$ cat config.mk
export PLATFORM = sky130hd
export DESIGN_NAME = kernel_dot_product
export DESIGN_NICKNAME = d
export VERILOG_FILES = /design/src/rtl/kernel_dot_product.sv
export SDC_FILE = /design/constraint.sdc
export NUM_CORES = 2
export LEC_CHECK = 0
export CAP_MARGIN = 10
export CORE_ASPECT_RATIO = 0.7
export CORE_UTILIZATION = 55
export DETAILED_ROUTE_END_ITERATION = 12
export MAX_ROUTING_LAYER = met4
export PLACE_DENSITY = 0.74
export SLEW_MARGIN = 25
export SYNTH_ARGS = -nofsm -noshare
export SYNTH_HDL_FRONTEND = slang
export SYNTH_SLANG_ARGS = --single-unit
$ cat constraint.sdc
create_clock -name clk -period 7.75 [get_ports clk]
set_input_delay 1.55 -clock clk [delete_from_list [all_inputs] [get_ports clk]]
set_output_delay 1.55 -clock clk [all_outputs]
set_load 0.05 [all_outputs]
$ cat src/rtl/kernel_dot_product.sv
// Signed dot product of a stored kernel vector against streamed activation vectors.
// Two-stage pipeline (masked products, then adder tree) with valid/ready handshakes on both sides.
module kernel_dot_product #(
  parameter int MaxWidth  = 9,
  parameter int DataWidth = 8,
  parameter int AccWidth  = 2 * DataWidth + 4
) (
  input  logic                          clk,
  input  logic                          rst,
  input  logic                          kernelLoad,
  input  logic [MaxWidth*DataWidth-1:0] kernelIn,
  input  logic [4:0]                    kernelWidth,
  input  logic                          actValid,
  output logic                          actReady,
  input  logic [MaxWidth*DataWidth-1:0] actIn,
  output logic                          resValid,
  input  logic                          resReady,
  output logic signed [AccWidth-1:0]    result,
  output logic                          busy
);
  localparam int ProdWidth = 2 * DataWidth;
  localparam logic [4:0] MaxLanes = 5'(MaxWidth);

  logic [MaxWidth*DataWidth-1:0] kernelReg;
  logic [4:0]                    laneCnt;
  logic                          kernelLoaded;
  logic                          advance;
  logic                          accept;
  logic signed [ProdWidth-1:0]   prodNext [MaxWidth];
  logic signed [ProdWidth-1:0]   prod_p1  [MaxWidth];
  logic                          vld_p1;
  logic signed [AccWidth-1:0]    sum_p1;

  function automatic logic [4:0] clampLanes(input logic [4:0] w);
    return (w > MaxLanes) ? MaxLanes : w;
  endfunction

  function automatic logic signed [ProdWidth-1:0] laneProduct(
    input logic signed [DataWidth-1:0] k,
    input logic signed [DataWidth-1:0] a,
    input logic                        enable
  );
    return enable ? ProdWidth'(k) * ProdWidth'(a) : '0;
  endfunction

  function automatic logic signed [AccWidth-1:0] signExtend(input logic signed [ProdWidth-1:0] p);
    return {{(AccWidth - ProdWidth){p[ProdWidth-1]}}, p};
  endfunction

  assign advance  = !resValid || resReady;
  assign actReady = kernelLoaded && advance && !kernelLoad;
  assign accept   = actValid && actReady;
  assign busy     = vld_p1 || resValid;

  always_ff @(posedge clk or negedge rst) begin
    if (!rst) begin
      kernelReg    <= '0;
      laneCnt      <= '0;
      kernelLoaded <= 1'b0;
    end else if (kernelLoad) begin
      kernelReg    <= kernelIn;
      laneCnt      <= clampLanes(kernelWidth);
      kernelLoaded <= 1'b1;
    end
  end

  // Stage 0 -> 1: masked lane products of the accepted vector
  always_comb begin
    for (int i = 0; i < MaxWidth; i++) begin
      prodNext[i] = laneProduct(kernelReg[i*DataWidth +: DataWidth],
                                actIn[i*DataWidth +: DataWidth],
                                i < int'(laneCnt));
    end
  end

  always_ff @(posedge clk or negedge rst) begin
    if (!rst) begin
      vld_p1 <= 1'b0;
    end else if (advance) begin
      vld_p1 <= accept;
    end
  end

  always_ff @(posedge clk) begin
    if (accept) begin
      prod_p1 <= prodNext;
    end
  end

  // Stage 1 -> 2: adder tree into the output register
  always_comb begin
    sum_p1 = '0;
    for (int i = 0; i < MaxWidth; i++) begin
      sum_p1 = sum_p1 + signExtend(prod_p1[i]);
    end
  end

  always_ff @(posedge clk or negedge rst) begin
    if (!rst) begin
      resValid <= 1'b0;
      result   <= '0;
    end else if (advance) begin
      resValid <= vld_p1;
      if (vld_p1) begin
        result <= sum_p1;
      end
    end
  end
endmodule

==> impl_metrics.env <==
export IMPL_crit_required_ns=8.05
export IMPL_whs_path_depth=2
export IMPL_hold_viol_final=0
export IMPL_syn_inst=3430
export IMPL_gp_congestion=0.898
export IMPL_drc_errors=9
export IMPL_crit_path_start_kind="input port"
export IMPL_port_buffers=176
export IMPL_synthArstFlopShare_pct=41.0
export IMPL_cts_root_buf="clkbuf_16"
export IMPL_die_x_um=302
export IMPL_boundaryPins=177
export IMPL_antenna_found_initial=0
export IMPL_grt_met1_usage_pct=38.6
export IMPL_core_rowCount=76
export IMPL_vias=23200
export IMPL_synth_nets=4475
export IMPL_finalMaxSlewViolations=0
export IMPL_core_mm2=0.0619
export IMPL_tritoncts="done"
export IMPL_critPathKind="input port to flop"
export IMPL_hold_path_class="flop to flop"
export IMPL_finalSetupViolCount=0
export IMPL_grt_max_degree=66
export IMPL_grt_pass1_vias=24000
export IMPL_synth_area_leaders="fa_1 35%, edfxtp_1 12%, ha_1 10%"
export IMPL_critical_path_peak_fanout=8
export IMPL_fin_crit_sh_pct=75.0
export IMPL_rr_startpoint="kernelReg[7]$_DFFE_PN0P_"
export IMPL_numClockSinks=244
export IMPL_grt_usage_pct=25.9
export IMPL_clk_path_buf_depth=3
export IMPL_violations="DRC"
export IMPL_tightest_slew_ns=0.872
export IMPL_slew_headroom_pct=41.9
export IMPL_path_clk_slew_ns=0.07
export IMPL_clkLatencyLatePin_ns=0.58
export IMPL_yosys_area_top_type="fa_1"
export IMPL_viasPerCell=5.20
export IMPL_fin_nets=4664
export IMPL_min_from="result[16]$_DFFE_PN0P_"
export IMPL_drtPass1Iterations=10
export IMPL_yosysUniqueCellTypes=62
export IMPL_yosysMostFrequentCell="inv_1"
export IMPL_synth_seq_area_share_pct=19.7
export IMPL_fmax_mhz=172
export IMPL_die_h_um=212
export IMPL_synthesis_area_mm2=0.0347
export IMPL_crit_arrival_ns=6.11
export IMPL_htree_levels=1
export IMPL_antenna_cells=0
export IMPL_status="finished with violations"
export IMPL_wl_per_cell_um=16.9
export IMPL_drt_iter0_drc=1542
export IMPL_post_cts_buffers=0
export IMPL_drive_above_1_share_pct=4.45
export IMPL_post_cts_resized=0
export IMPL_area_growth_pct=10.6
export IMPL_cts_buffers=27
export IMPL_end_kind="flop"
export IMPL_crit_start="actIn[18]"
export IMPL_use_met2_pct=38.8
export IMPL_dieArea_mm2=0.0641
export IMPL_ff2ff_setup_slack_ns=3.03
export IMPL_hpwl_um=63200
export IMPL_synth_commonest_cells="850 x inv_1, 610 x fa_1, 391 x and2_1, 281 x ha_1, 197 x nand2_1"
export IMPL_rsz0062_at_grt="no"
export IMPL_cts_hold_buf=0
export IMPL_tns_ns=0
export IMPL_synth_flop_cell="edfxtp_1"
export IMPL_avgSynthCellArea_um2=10.1
export IMPL_reg2reg_depth=15
export IMPL_fill_cells=5116
export IMPL_synth_edff_count=144
export IMPL_skew_ns=0.0136
export IMPL_busiest_layer="met2"
export IMPL_antenna_left=0
export IMPL_ys_warn_count=0
export IMPL_routed_wl_um=75400
export IMPL_cap_violations=0
export IMPL_min_period_ns=5.81
export IMPL_grtUsageMet3_pct=2.91
export IMPL_synth_top_cell_area_share_pct=35.2
export IMPL_grt_overflow=0
export IMPL_start_util_pct=56.0
export IMPL_grt_pass1_wl_um=127000
export IMPL_yosys_register_bits=244
critical path: stages:
cell and delay (ns):
clkdlybuf4s50_1 0.58, and2_1 0.31, fa_1 0.60, inv_1 0.13
fa_1 0.57, fa_1 0.43, fa_1 0.49, inv_1 0.04
ha_1 0.22, or3_1 0.39, a2111oi_1 0.54, o31a_1 0.21
nor3_1 0.04
final timing paths:
check	endpoint
setup / recovery	prod_p1[111]$_SDFFCE_PP0P_
max in group asynchronous	kernelReg[10]$_DFFE_PN0P_
setup reg to reg	prod_p1[143]$_SDFFCE_PP0P_
hold / removal	result[16]$_DFFE_PN0P_
hold reg to reg	result[16]$_DFFE_PN0P_
min in group asynchronous	kernelReg[53]$_DFFE_PN0P_
flip-flops by register name, indices dropped and copies added (netlist names):
| register | count |
|---|---|
| vld_p1 | 1 |
| laneCnt | 5 |
| resValid | 1 |
| result | 20 |
| kernelReg | 72 |
| prod_p1 | 144 |
| kernelLoaded | 1 |
layout make-up:
type                       instances  area, um2  share of cell area [%]
inverter                         850       3190                    8.32
timing repair buffer             186       1840                    4.79
clock buffer                      32        724                    1.89
tap                              819       1020                    2.67
multi-input combinational       2310      24600                    64.0
sequential                       244       6830                    17.8
clock inverter                    17        180                   0.470
stage by stage:
stage | setup slack [ns] | util (%) | cells | cell area (um2) | hold WS, ns
2_1_floorplan | 0.981 | - | 3430 | 34700 | 0.430
3_3_place_gp | 1.48 | 60.5 | 4409 | 37400 | 0.451
3_5_place_dp | 1.36 | 60.5 | 4409 | 37400 | 0.469
4_1_cts | 1.97 | 61.9 | 4458 | 38300 | 0.484
5_1_grt | 1.77 | 61.9 | 4458 | 38300 | 0.498
6_report | 1.94 | 61.9 | 4458 | 38300 | 0.480
layer usage:
layer | routed length (um) | share of wire, % | up-vias
met5 | 0 | 0 | -
met4 | 1380 | 1.8 | 0
met3 | 3880 | 5.1 | 70
met2 | 33900 | 45 | 544
met1 | 36200 | 48 | 11700
li1 | - | - | 10900
cells by family (layout without fill, tap and decap cells):
| kind of cell | count (synthesis) | after routing | share of synthesized area [%] |
|---|---|---|---|
| AO/OA/AOI/OAI | 286 | 286 | 5.52 |
| adder cells (fa/ha/maj) | 891 | 891 | 45.4 |
| multiplexers | 90 | 90 | 2.87 |
| buffers and inverters | 876 | 1085 | 9.49 |
| XOR/XNOR | 110 | 110 | 2.78 |
| AND/OR/NAND/NOR | 933 | 933 | 14.3 |
| flip-flops | 244 | 244 | 19.7 |
placed cells by master (no fill, tap or decap), drive strengths merged, types with 5 or more instances in the layout:
| cell | count |
|---|---|
| nor2b | 46 |
| a211oi | 14 |
| a31oi | 13 |
| a21o | 37 |
| and2 | 391 |
| o41ai | 5 |
| or3 | 9 |
| o21a | 28 |
| xnor2 | 86 |
| clkinv | 10 |
| nand2b | 48 |
| dfrtp | 100 |
| xor2 | 24 |
| a21oi | 62 |
| nand3 | 11 |
| edfxtp | 144 |
| buf | 12 |
| clkbuf | 32 |
| or2 | 15 |
| and3 | 11 |
| a2111oi | 7 |
| o21ba | 6 |
| nand4 | 5 |
| inv | 852 |
| nor2 | 133 |
| mux2i | 15 |
| ha | 281 |
| mux2 | 75 |
| clkdlybuf4s50 | 174 |
| o31ai | 6 |
| nor3 | 58 |
| fa | 610 |
| a211o | 7 |
| o21bai | 7 |
| o21ai | 67 |
| nand2 | 197 |
Power is left out: the tool's default activity adds up to more than one toggle a clock period on the data nets, which glitch-free logic cannot reach.
